### src/rtl/addr_gen_path_st.sv
// Emits the DRAM bucket addresses along one ORAM tree path laid out as subtrees.
// Per-level indices are updated step by step with adds and constant shifts only.
module addr_gen_path_st #(
   parameter int ORAML       = 15,
   parameter int L_st        = 3,
   parameter int LogBktWords = 2,
   parameter int AddrWidth   = 32,
   parameter logic [AddrWidth-1:0] BaseAddr = '0,
   localparam int LW  = (ORAML > 0) ? ORAML : 1,
   localparam int LVW = $clog2(ORAML + 1) + 1
) (
   input  logic                 i_clk,
   input  logic                 i_reset,
   input  logic                 i_start,
   input  logic                 i_reverse,
   input  logic [LW-1:0]        i_leaf,
   output logic                 o_in_ready,
   output logic                 o_out_valid,
   input  logic                 i_out_ready,
   output logic [AddrWidth-1:0] o_out_addr,
   output logic [LVW-1:0]       o_out_level,
   output logic                 o_out_last,
   output logic                 o_dbg_state
);

   localparam int BW     = ORAML + 2;
   localparam int DW     = $clog2(L_st + 1);
   localparam int NUM_ST = (ORAML + L_st) / L_st;
   localparam int R_MAX  = NUM_ST - 1;
   localparam int D_MAX  = ORAML % L_st;
   localparam int HB     = ORAML + 1 - R_MAX * L_st;

   function automatic logic [BW-1:0] f_num_tall();
      logic [BW-1:0] acc;
      logic [BW-1:0] p;
      acc = '0;
      p   = BW'(1);
      for (int r = 0; r < R_MAX; r++) begin
         acc = acc + p;
         p   = p << L_st;
      end
      return acc;
   endfunction

   localparam logic [BW-1:0] NUM_TALL  = f_num_tall();
   localparam logic [BW-1:0] POW_D_MAX = BW'(1) << D_MAX;
   localparam logic [BW-1:0] POW_D_TOP = BW'(1) << (L_st - 1);
   localparam logic [BW-1:0] POW_R_MAX = BW'(1) << (R_MAX * L_st);
   localparam logic [BW-1:0] ST_MASK   = (BW'(1) << L_st) - BW'(1);

   typedef enum logic {IDLE = 1'b0, RUN = 1'b1} state_t;

   state_t             r_state;
   state_t             w_state_nxt;
   logic               r_rev;
   logic [LVW-1:0]     r_level;
   logic [LVW-1:0]     r_r;
   logic [DW-1:0]      r_d;
   logic [BW-1:0]      r_pst;
   logic [BW-1:0]      r_inst;
   logic [BW-1:0]      r_pow_d;
   logic [BW-1:0]      r_st_base;
   logic [BW-1:0]      r_pow_r;
   logic [LW-1:0]      r_leaf_fwd;
   logic [BW-1:0]      w_pst0;
   logic [BW-1:0]      w_inst0;
   logic [BW-1:0]      w_st_idx;
   logic [BW-1:0]      w_bkt;
   logic [BW-1:0]      w_pow_r_dn;
   logic [AddrWidth-1:0] w_addr;
   logic               w_run;
   logic               w_last;
   logic               w_fire;

   // Handshake: a beat transfers on a rising edge where o_out_valid and i_out_ready
   // are both 1; while valid and not ready, addr/level/last do not change.
   assign w_run      = (r_state == RUN);
   assign w_last     = r_rev ? (r_level == '0) : (r_level == LVW'(ORAML));
   assign w_fire     = w_run && i_out_ready;
   assign w_pow_r_dn = r_pow_r >> L_st;

   // Path prefixes at the deepest level, used when a reverse walk starts.
   always_comb begin
      w_pst0  = '0;
      w_inst0 = '0;
      for (int i = 0; i < R_MAX * L_st; i++)
         w_pst0 = {w_pst0[BW-2:0], i_leaf[i]};
      for (int i = R_MAX * L_st; i < ORAML; i++)
         w_inst0 = {w_inst0[BW-2:0], i_leaf[i]};
   end

   always_comb begin
      w_st_idx = r_st_base + r_pst;
      if (r_r != LVW'(R_MAX) || HB == L_st)
         w_bkt = w_st_idx << L_st;
      else
         w_bkt = (NUM_TALL << L_st) + (r_pst << HB);
      w_bkt  = w_bkt + r_pow_d - BW'(1) + r_inst;
      w_addr = BaseAddr + (AddrWidth'(w_bkt) << LogBktWords);
   end

   always_comb begin
      w_state_nxt = r_state;
      case (r_state)
         IDLE:    if (i_start) w_state_nxt = RUN;
         RUN:     if (i_out_ready && w_last) w_state_nxt = IDLE;
         default: w_state_nxt = IDLE;
      endcase
   end

   always_ff @(posedge i_clk) begin
      if (i_reset) r_state <= IDLE;
      else         r_state <= w_state_nxt;
   end

   always_ff @(posedge i_clk) begin
      if (i_reset) begin
         r_rev      <= 1'b0;
         r_level    <= '0;
         r_r        <= '0;
         r_d        <= '0;
         r_pst      <= '0;
         r_inst     <= '0;
         r_pow_d    <= BW'(1);
         r_st_base  <= '0;
         r_pow_r    <= BW'(1);
         r_leaf_fwd <= '0;
      end else if (r_state == IDLE && i_start) begin
         r_rev      <= i_reverse;
         r_leaf_fwd <= i_leaf;
         if (i_reverse) begin
            r_level   <= LVW'(ORAML);
            r_r       <= LVW'(R_MAX);
            r_d       <= DW'(D_MAX);
            r_pst     <= w_pst0;
            r_inst    <= w_inst0;
            r_pow_d   <= POW_D_MAX;
            r_st_base <= NUM_TALL;
            r_pow_r   <= POW_R_MAX;
         end else begin
            r_level   <= '0;
            r_r       <= '0;
            r_d       <= '0;
            r_pst     <= '0;
            r_inst    <= '0;
            r_pow_d   <= BW'(1);
            r_st_base <= '0;
            r_pow_r   <= BW'(1);
         end
      end else if (w_fire && !w_last) begin
         if (!r_rev) begin
            r_level    <= r_level + LVW'(1);
            r_leaf_fwd <= r_leaf_fwd >> 1;
            if (r_d == DW'(L_st - 1)) begin
               // Crossing into the next subtree row: fold the finished row into the prefix.
               r_r       <= r_r + LVW'(1);
               r_d       <= '0;
               r_pst     <= (r_pst << L_st) | {r_inst[BW-2:0], r_leaf_fwd[0]};
               r_inst    <= '0;
               r_pow_d   <= BW'(1);
               r_st_base <= r_st_base + r_pow_r;
               r_pow_r   <= r_pow_r << L_st;
            end else begin
               r_d     <= r_d + DW'(1);
               r_inst  <= {r_inst[BW-2:0], r_leaf_fwd[0]};
               r_pow_d <= r_pow_d << 1;
            end
         end else begin
            r_level <= r_level - LVW'(1);
            if (r_d == '0) begin
               r_r       <= r_r - LVW'(1);
               r_d       <= DW'(L_st - 1);
               r_pst     <= r_pst >> L_st;
               r_inst    <= (r_pst & ST_MASK) >> 1;
               r_pow_d   <= POW_D_TOP;
               r_st_base <= r_st_base - w_pow_r_dn;
               r_pow_r   <= w_pow_r_dn;
            end else begin
               r_d     <= r_d - DW'(1);
               r_inst  <= r_inst >> 1;
               r_pow_d <= r_pow_d >> 1;
            end
         end
      end
   end

   assign o_in_ready  = (r_state == IDLE);
   assign o_out_valid = w_run;
   assign o_out_addr  = w_run ? w_addr : '0;
   assign o_out_level = w_run ? r_level : '0;
   assign o_out_last  = w_run && w_last;
   assign o_dbg_state = (r_state == RUN);

endmodule

### config.mk
export PLATFORM = sky130hd
export DESIGN_NAME = addr_gen_path_st
export DESIGN_NICKNAME = d
export VERILOG_FILES = /design/src/rtl/addr_gen_path_st.sv
export SDC_FILE = /design/constraint.sdc
export NUM_CORES = 1
export LEC_CHECK = 0
export ABC_AREA = 1
export CORE_MARGIN = 1.5
export CORE_UTILIZATION = 35
export CTS_CLUSTER_SIZE = 20
export DETAILED_ROUTE_END_ITERATION = 10
export HOLD_SLACK_MARGIN = 0.08
export PLACE_DENSITY = 0.59
export SLEW_MARGIN = 20
export SYNTH_ARGS = -nofsm -noshare
export SYNTH_HDL_FRONTEND = slang
export SYNTH_SLANG_ARGS = --single-unit
export TNS_END_PERCENT = 50
### constraint.sdc
create_clock -name i_clk -period 4.4 [get_ports i_clk]
set_clock_uncertainty 0.2 [all_clocks]
set_input_delay 0.88 -clock i_clk [delete_from_list [all_inputs] [get_ports i_clk]]
set_output_delay 0.88 -clock i_clk [all_outputs]
set_load 0.02 [all_outputs]
Yosys cells after proc, flatten, opt, wreduce, memory -nomap -nowiden
Index checks and enable logic that the tools add are counted.

Flip-flop bits (word level): 114. Bits of input ports: 20. Output and inout bits: 41. Logic and storage cells: 91.

Add/sub/neg operators: 13. Equal/unequal tests: 5. Multiplexer cells: 47. Bitwise operators: 2. Reduce and logical (&&, ||, !) cells: 13.

Operators with widths (count): 17-bit 2-to-1 mux (20); 15-bit 2-to-1 mux (4); 17-bit adder (3); 16-bit 2-to-1 mux (3); 5-bit 2-to-1 mux (9); 19-bit 2-to-1 mux (1); 16-bit by 17-bit adder with 17-bit output, first input constant (1); 17-bit bitwise OR (1); 17-bit by 1-bit subtractor with 17-bit output, second input constant (1); 17-bit by 14-bit subtractor with 17-bit output (1); 14-bit adder (1); 13-bit 2-to-1 mux (1); 5-bit by 1-bit adder with 5-bit output, second input constant (2); 5-bit by 1-bit subtractor with 5-bit output, second input constant (2); 2-bit 2-to-1 mux (3); 5-bit by 4-bit == test with 1-bit output, second input constant (1); 1-bit logical AND (5); 5-bit zero test (1); 5-bit by 3-bit inequality test with 1-bit output, second input constant (1); 4-bit 2-to-1 mux (1); 1-bit 2-to-1 mux (3); 3-bit 2-to-1 mux (1); 3-bit by 1-bit inequality test with 1-bit output, second input constant (1); 3-bit AND reduction (1); 12 further kinds (12).

Logic depth before layout (Yosys ltp)
Gate-level depths: netlist (run 1).

Depth in word-level cells: 6. Mapped depth: 22. Mapped depth without buffers: 22.

Worst setup path after synthesis (run 1)
No wires, ideal clock.

Path kind: register to output. Start: reg r_pst[0]. End: out o_out_addr[16]. Arrival: 3.405 ns. Data required time: 3.320 ns. Path slack: -0.085 ns. Stages on the path, launching flop included: 19. Buffers on the path: 0. Cells stage by stage: dfxtp_1 > ha_1 > inv_1 > fa_1 > inv_1 > nand3_1 > nand2_1 > xnor2_1 > o21ai_0 > fa_1 > ha_1 > a21oi_1 > inv_1 > or2_2 > nand2_1 > nand3_1 > a21oi_1 > o21ai_0 > a21oi_1.

Cells in the longest elaborated chain, start to end: 6. Elaborated cells between the ends (all ways): 7. Classes of those cells: add/sub: 5; mux: 2.

Ends and longest elaborated chain: start: declaration (RTL line 59) `logic [BW-1:0] r_pst;`; start signal: assignment (RTL line 135) `r_pst <= w_pst0;`; start signal: assignment (RTL line 158) `r_pst <= (r_pst << L_st) | {r_inst[BW-2:0], r_leaf_fwd[0]};`; start signal: assignment (RTL line 173) `r_pst <= r_pst >> L_st;`; 16-bit by 17-bit adder with 17-bit output or 14-bit adder (tied branches) (RTL line 97, 93); 17-bit 2-to-1 mux (*) (RTL line 94) `if (r_r != LVW'(R_MAX) || HB == L_st)`; 17-bit adder (*) (RTL line 98) `w_bkt = w_bkt + r_pow_d - BW'(1) + r_inst;`; 17-bit by 1-bit subtractor with 17-bit output (*) (RTL line 98); 17-bit adder (*) (RTL line 98); 19-bit 2-to-1 mux (*) (RTL line 189) `assign o_out_addr = w_run ? w_addr : '0;`; end: declaration (RTL line 20) `output logic [AddrWidth-1:0] o_out_addr,`.

Mark *: on every way between the ends. The rest lies on a longest branch, timed or not.

Worst setup path in the final report (run 1)
Start: reg r_st_base[0]. End: out o_out_addr[18].

Cells in the longest elaborated chain, start to end: 6.

Ends and longest elaborated chain: start: declaration (RTL line 62) `logic [BW-1:0] r_st_base;`; start signal: assignment (RTL line 161) `r_st_base <= r_st_base + r_pow_r;`; start signal: assignment (RTL line 176) `r_st_base <= r_st_base - w_pow_r_dn;`; 14-bit adder (RTL line 93) `w_st_idx = r_st_base + r_pst;`; 17-bit 2-to-1 mux (RTL line 94); 17-bit adder (RTL line 98); 17-bit by 1-bit subtractor with 17-bit output (RTL line 98); 17-bit adder (RTL line 98); 19-bit 2-to-1 mux (RTL line 189).

Every way passes these cells.

==> impl_metrics.py, run 1 <==
metrics = {
    "run_status": {
        "outcome": "finished with violations",
        "violations": "setup timing",
    },
    "global_route": {
        "grt_usage_pct": 20.4,
        "gr-usage-met3_pct": 1.75,
        "grt_util_met2_pct": 32.5,
        "antenna_found_initial": 0,
        "grtUsageMet1_pct": 29.2,
        "grt_pass1_wl_mm": 42.8,
        "grt_max_degree": 72,
        "grt.overflow.total": 0,
        "grt_pass1_vias": 8362,
        "grt_busiest_layer": "met2",
    },
    "final_layout": {
        "utilization_pct": 46.3,
        "fillCellCount": 2532,
        "multi_input_area_um2": 6200,
        "stdcell_area_um2": 11400,
        "antenna_cells": 0,
        "regArea_um2": 2230,
        "areaGrowthSynthToFinish_pct": 29.0,
        "final_common_cell": "nand2_1",
        "nets": 1594,
        "drive_gt1_share_pct": 20.6,
        "layout_common_cells": "nand2_1, inv_1, a21oi_1",
    },
    "route": {
        "routedWlPerCell_um": 14.8,
        "vias": 9213,
        "drt-initial-drc-count": 724,
        "first_pass_iters": 5,
        "wl_mm": 26.8,
        "drtAntennaViolNets": 0,
        "drc": 0,
        "viasPerCell": 5.07,
    },
    "clocking": {
        "cts_buffers": 9,
        "cts_buffer_depth": 2,
        "clk_pin_slew_worst_paths_ns": 0.08,
        "clock_latency_ns": 0.36,
        "htreeDepth": 3,
        "cts_sinks": 111,
        "cts_hold_buffers": 0,
        "root_buffer": "clkbuf_16",
        "cts_tree": "built",
    },
    "power": {
        "swShare_pct": 38.0,
        "p_leak_uw": 0.00512,
        "internal-power_uw": 2320,
        "ir_worst_vdd_mv": 0.250,
        "sequentialPowerShare_pct": 29.2,
        "power.density_nw_per_um2": 330,
        "netSwitchingPower_uw": 1420,
        "p_comb_share_pct": 48.4,
        "clockPowerShare_pct": 22.4,
    },
    "synth": {
        "synth_edf_count": 0,
        "synth_flop_cell": "dfxtp_1",
        "ys_warn_count": 0,
        "synth_seq_cells": 111,
        "syn_avg_cell_area_um2": 6.53,
        "yosysUniqueCellTypes": 45,
        "synth-async-reset-ratio_pct": 0,
        "synth_top_area_share_pct": 25.2,
        "netlist_top_cells_area": "dfxtp_1, nand2_1, ha_1",
        "syn_area_um2": 8800,
        "synthCells": 1348,
        "synth_seq_area_share_pct": 25.2,
        "yosys.area.top_type": "dfxtp_1",
    },
    "die": {
        "fp.dieH_um": 162,
        "die_area_um2": 26100,
        "die_x_um": 162,
        "initial_core_util_pct": 35.9,
        "rows": 57,
        "coreArea_um2": 24500,
        "num_io_pins": 61,
    },
    "timing": {
        "layout_min_cycle_time_ns": 4.75,
        "rsz0062_at_grt": "true",
        "tightest_slew_ns": 1.08,
        "setup-violations-final": 11,
        "setup_ws_ns": -0.355,
        "maxSlewViolCount": 0,
        "maxSlewHeadroom_pct": 28.0,
        "max_freq_mhz": 210,
        "finalSetupTns_ns": -2.78,
        "period_share_pct": 108,
        "hold_viol": 0,
    },
    "critical_path": {
        "crit_type": "reg -> out",
        "worstPathArrival_ns": 3.67,
        "end_kind": "output port",
        "crit_required_ns": 3.32,
        "startpoint_type": "flip-flop",
        "crit_fanout": 4,
    },
    "run": {
        "cap_violations": 0,
    },
    "placement": {
        "place_hpwl_mm": 19.6,
        "portBuffers": 45,
        "gp_congestion": 0.877,
        "place_area_um2": 10300,
    },
    "worst_hold_path": {
        "hold_class": "reg -> reg",
    },
}
-- registers in the layout (all words and copies together), names as in the netlist --
signal,count
r_rev,1
r_r,5
r_pow_d,17
r_inst,17
r_pst,17
o_dbg_state,1
r_leaf_fwd,15
r_level,5
r_pow_r,17
r_st_base,14
r_d,2
-- critical path, stage by stage (launching register included) --
cell and delay, ns:
dfxtp_2 0.36, ha_4 0.14, inv_2 0.03, fa_2 0.32
inv_2 0.08, nand3_2 0.08, nand2_4 0.11, buf_6 0.11
xnor2_2 0.11, o21ai_2 0.09, fa_1 0.54, ha_4 0.23
a21oi_2 0.13, inv_1 0.06, or2_4 0.26, nand2_4 0.07
nand3_4 0.09, nand2_2 0.09, nand3_2 0.07, nand3_2 0.07
nand2_1 0.06, nor2_2 0.10, buf_6 0.12
-- repair_timing --
| action | in CTS | in global routing |
|---|---|---|
| gates resized for setup | 147 | 79 |
| endpoints found under the setup margin | 14 | 14 |
| pin swaps | 40 | 45 |
| buffers inserted | 4 | 9 |
| cloned | 0 | 0 |
-- synth_stat cells, types with 2 or more instances --
| master | instances |
|---|---|
| dfxtp_1 | 111 |
| o21bai_1 | 2 |
| o21a_1 | 4 |
| xor2_1 | 9 |
| a221oi_1 | 3 |
| nand3b_1 | 3 |
| a31oi_1 | 7 |
| clkbuf_1 | 42 |
| nand3_1 | 74 |
| o221ai_1 | 3 |
| nor3_1 | 18 |
| buf_4 | 16 |
| buf_6 | 5 |
| nor2_1 | 94 |
| o21ai_1 | 4 |
| o22ai_1 | 34 |
| buf_2 | 9 |
| a21boi_0 | 3 |
| o21ai_0 | 135 |
| ha_1 | 67 |
| a21oi_1 | 167 |
| inv_2 | 7 |
| nand2_2 | 3 |
| a21o_1 | 6 |
| xnor2_1 | 10 |
| fa_1 | 20 |
| nand4_1 | 6 |
| inv_1 | 179 |
| buf_1 | 2 |
| or2_2 | 6 |
| a211oi_1 | 4 |
| o31ai_1 | 4 |
| nand2_1 | 279 |
-- logic make-up (layout without fill, tap and decap cells) --
logic type | after synthesis | after routing | synth area share (%)
and+or+nand+nor | 490 | 490 | 23.2
AOI/OAI and AO/OA | 377 | 377 | 23.0
buffers and inverters | 262 | 392 | 12.4
DFF | 111 | 111 | 25.2
adders and majority gates | 87 | 87 | 14.1
xor gates and xnor gates | 19 | 19 | 1.89
other | 1 | 15 | 0.0426
muxes | 1 | 1 | 0.114
-- final cells by class --
class                           instances  area share [%]
Multi-Input combinational cell        989            54.5
Sequential cell                       111            19.6
Timing Repair Buffer                  188            13.4
Inverter                              188            6.28
Tap cell                              324            3.57
Clock buffer                           11            2.05
Clock inverter                          5           0.518
-- power groups by stage --
stage | logic, µW | registers, µW | clock network, µW
after floorplan | 850 | 1110 | 0
after detailed placement | 1420 | 1110 | 0
final | 1810 | 1090 | 838
after CTS | 1590 | 1090 | 853
after global placement | 1410 | 1110 | 0
after global routing | 1980 | 1100 | 887
-- metal layers --
metal	routed length [µm]	part of all wire, %	up-vias
met4	358	1.3	0
met1	13200	49	4291
li1	-	-	4700
met5	0	0	-
met3	1070	4.0	22
met2	12200	45	200
-- metrics by stage --
step                total power (µW)  worst slack (ns)  hold WS (ns)  cells
floorplan                       1960           -0.0333         0.239   1362
global placement                2520            -0.822         0.251   1789
detailed placement              2540            -0.848         0.252   1789
CTS                             3530            -0.414         0.263   1809
global route                    3970            -0.543         0.277   1816
finish                          3750            -0.355         0.262   1816
-- final timing paths --
| path | from | endpoint | slack (ns) | cells past startpoint |
|---|---|---|---|---|
| worst max-delay path | r_st_base[0]$_SDFFE_PP0P_ | o_out_addr[18] | -0.35 | 22 |
| worst min-delay path | r_pow_r[15]$_SDFFE_PP0P_ | r_pow_r[15]$_SDFFE_PP0P_ | 0.26 | 2 |
| worst max register to register | r_rev$_SDFFE_PP0P_ | r_st_base[12]$_SDFFE_PP0P_ | 1.20 | 15 |
| worst min register to register | r_pow_r[15]$_SDFFE_PP0P_ | r_pow_r[15]$_SDFFE_PP0P_ | 0.26 | 2 |
Note: power is estimated with default switching activity, not from simulation.
==> inputs of run 2 (changes only) <==
--- a/config.mk
+++ b/config.mk
@@ -10,8 +10,10 @@
 export CORE_UTILIZATION = 35
 export CTS_CLUSTER_SIZE = 20
 export DETAILED_ROUTE_END_ITERATION = 10
+export GPL_TIMING_DRIVEN = 0
 export HOLD_SLACK_MARGIN = 0.08
 export PLACE_DENSITY = 0.59
+export SKIP_LAST_GASP = 1
 export SLEW_MARGIN = 20
 export SYNTH_ARGS = -nofsm -noshare
 export SYNTH_HDL_FRONTEND = slang
==> run 2 against run 1 <==
- the flow still finishes with violations (setup timing)
- highest routed layer unchanged
- combinational power shrank 7%
- critical path type unchanged
- critical path depth shrank 2
- global-route usage grew 1.9 points
- register-to-register slack lost 1.1 ns
- fmax shrank 2.1%
==> impl_metrics.py, run 2 (synthesis gave the netlist of run 1 again) <==
metrics = {
    "run_status": {
        "outcome": "finished with violations",
        "violations": "setup timing",
    },
    "final_layout": {
        "nets": 1559,
        "final_common_cell": "nand2_1",
        "fillCellCount": 2554,
        "drive_gt1_share_pct": 15.4,
        "utilization_pct": 44.6,
        "antenna_cells": 0,
        "areaGrowthSynthToFinish_pct": 24.3,
        "layout_common_cells": "nand2_1, inv_1, a21oi_1",
    },
    "die": {
        "rows": 57,
        "die_area_um2": 26100,
        "fp.dieH_um": 162,
        "initial_core_util_pct": 35.9,
        "die_x_um": 162,
        "coreArea_um2": 24500,
        "num_io_pins": 61,
    },
    "worst_hold_path": {
        "holdPathStages": 2,
        "hold_class": "reg -> reg",
    },
    "power": {
        "sequentialPowerShare_pct": 30.3,
        "netSwitchingPower_uw": 1440,
        "ir_worst_vdd_mv": 0.280,
        "p_leak_uw": 0.00479,
        "internal-power_uw": 2230,
        "clockPowerShare_pct": 24.0,
        "power.density_nw_per_um2": 335,
        "swShare_pct": 39.3,
        "p_comb_share_pct": 45.7,
    },
    "critical_path": {
        "critPathSlowestCell": "fa_1",
        "crit_path_max_incr_delay_ns": 0.50,
        "worstPathCellList": "ha_4 -> inv_2 -> fa_2 -> inv_2 -> nand3_2 -> nand2_4 -> a21boi_2 -> nor2_1 -> nor2_1 -> a32oi_2 -> fa_1 -> ha_4 -> inv_4 -> o21bai_4 -> a31oi_2 -> nand3_4 -> buf_4 -> o21ai_0 -> a21oi_1 -> buf_4",
        "crit_fanout": 4,
        "worstPathArrival_ns": 3.78,
        "crit_type": "reg -> out",
        "startpoint_type": "flip-flop",
        "crit_required_ns": 3.32,
        "ff2ff_path_depth": 16,
        "end_kind": "output port",
    },
    "clocking": {
        "root_buffer": "clkbuf_16",
        "htreeDepth": 3,
        "cts_sinks": 111,
        "cts_buffer_depth": 2,
        "clock_latency_ns": 0.36,
        "cts_tree": "built",
        "cts_buffers": 9,
        "cts_hold_buffers": 0,
        "clk_pin_slew_worst_paths_ns": 0.08,
    },
    "global_route": {
        "grt_pass1_wl_mm": 45.7,
        "grt_max_degree": 19,
        "grt_pass1_vias": 8525,
        "grt.overflow.total": 0,
        "antenna_found_initial": 0,
        "grt_usage_pct": 22.2,
    },
    "placement": {
        "portBuffers": 44,
        "place_hpwl_mm": 22.0,
        "gp_congestion": 0.896,
    },
    "route": {
        "wl_mm": 29.5,
        "drt-initial-drc-count": 789,
        "viasPerCell": 5.23,
        "routedWlPerCell_um": 16.6,
        "drc": 0,
        "first_pass_iters": 5,
        "vias": 9312,
        "drtAntennaViolNets": 0,
    },
    "timing": {
        "holdWs_ns": 0.265,
        "setup-violations-final": 13,
        "tightest_slew_ns": 0.740,
        "max_freq_mhz": 206,
        "maxSlewViolCount": 0,
        "hold_viol": 0,
        "period_share_pct": 110,
        "maxSlewHeadroom_pct": 50.7,
        "rsz0062_at_grt": "true",
        "layout_min_cycle_time_ns": 4.86,
        "setup_ws_ns": -0.458,
    },
    "run": {
        "cap_violations": 0,
    },
}
[run 2: cell count changes in the layout (fill, tap and decap cells not counted), sizes merged, moves of 2 or more]
cell           before  now
clkinvlp            2    0
clkbuf             11   52
clkdlybuf4s50      30   32
inv               187  189
buf               156   78
[run 2: path summary, 6_finish.rpt]
path	startpoint	end	slack [ns]
worst min-delay path	r_pow_r[1]$_SDFFE_PP0P_	r_pow_r[1]$_SDFFE_PP0P_	0.26
worst max-delay path	r_pst[0]$_SDFFE_PP0P_	o_out_addr[14]	-0.46
worst max register to register	r_rev$_SDFFE_PP0P_	r_st_base[9]$_SDFFE_PP0P_	0.13
worst min register to register	r_pow_r[1]$_SDFFE_PP0P_	r_pow_r[1]$_SDFFE_PP0P_	0.26
[run 2: power groups by stage]
| stage | Clock [µW] | Combinational (µW) | Sequential, µW |
|---|---|---|---|
| 2_1_floorplan | 0 | 850 | 1110 |
| 3_3_place_gp | 0 | 1170 | 1130 |
| 3_5_place_dp | 0 | 1180 | 1130 |
| 4_1_cts | 889 | 1410 | 1110 |
| 5_1_grt | 925 | 1830 | 1120 |
| 6_report | 880 | 1680 | 1110 |
[run 2: layout make-up]
class                           count  area [µm²]  share of cell area (%)
Clock buffer                       11         243                    2.22
Inverter                          188         718                    6.56
Multi-Input combinational cell    989        6170                    56.4
Buffer                             74         402                    3.67
Clock inverter                      5        65.1                   0.594
Tap cell                          324         405                    3.70
Timing Repair Buffer               79         692                    6.32
Sequential cell                   111        2250                    20.5
[run 2: timing repair]
| action | in CTS | in global routing |
|---|---|---|
| buffers inserted | 27 | 8 |
| setup endpoints to repair | 15 | 21 |
| gates cloned | 0 | 0 |
| pin swaps | 44 | 45 |
| hold endpoints to repair | 0 | 0 |
| gates resized for setup | 136 | 78 |
[run 2: critical path, delay by kind of cell, from the launching register on]
family,cells,cell delay [ns]
adder cells (fa/ha/maj),4,1.31
AND/OR/NAND/NOR,5,0.43
buffers and inverters,5,0.44
flip-flops,1,0.37
AO/OA/AOI/OAI,6,0.85
[run 2: through the flow]
stage	setup slack, ns	power (µW)	instances	cell area, µm²	setup TNS [ns]
floorplan	-0.0333	1960	1362	8860	-0.0335
global placement	-1.39	2300	1730	9710	-13.28
detailed placement	-1.35	2310	1730	9710	-12.67
CTS	-0.510	3400	1773	10500	-5.12
global route	-0.625	3870	1781	10900	-6.92
finish	-0.458	3670	1781	10900	-4.05
[run 2: metal layers]
metal	wire (µm)	up-vias	global-route usage, %
li1	-	4645	-
met1	13500	4293	30.7
met2	13300	317	36.0
met3	1860	57	2.82
met4	877	0	6.99
met5	0	-	0
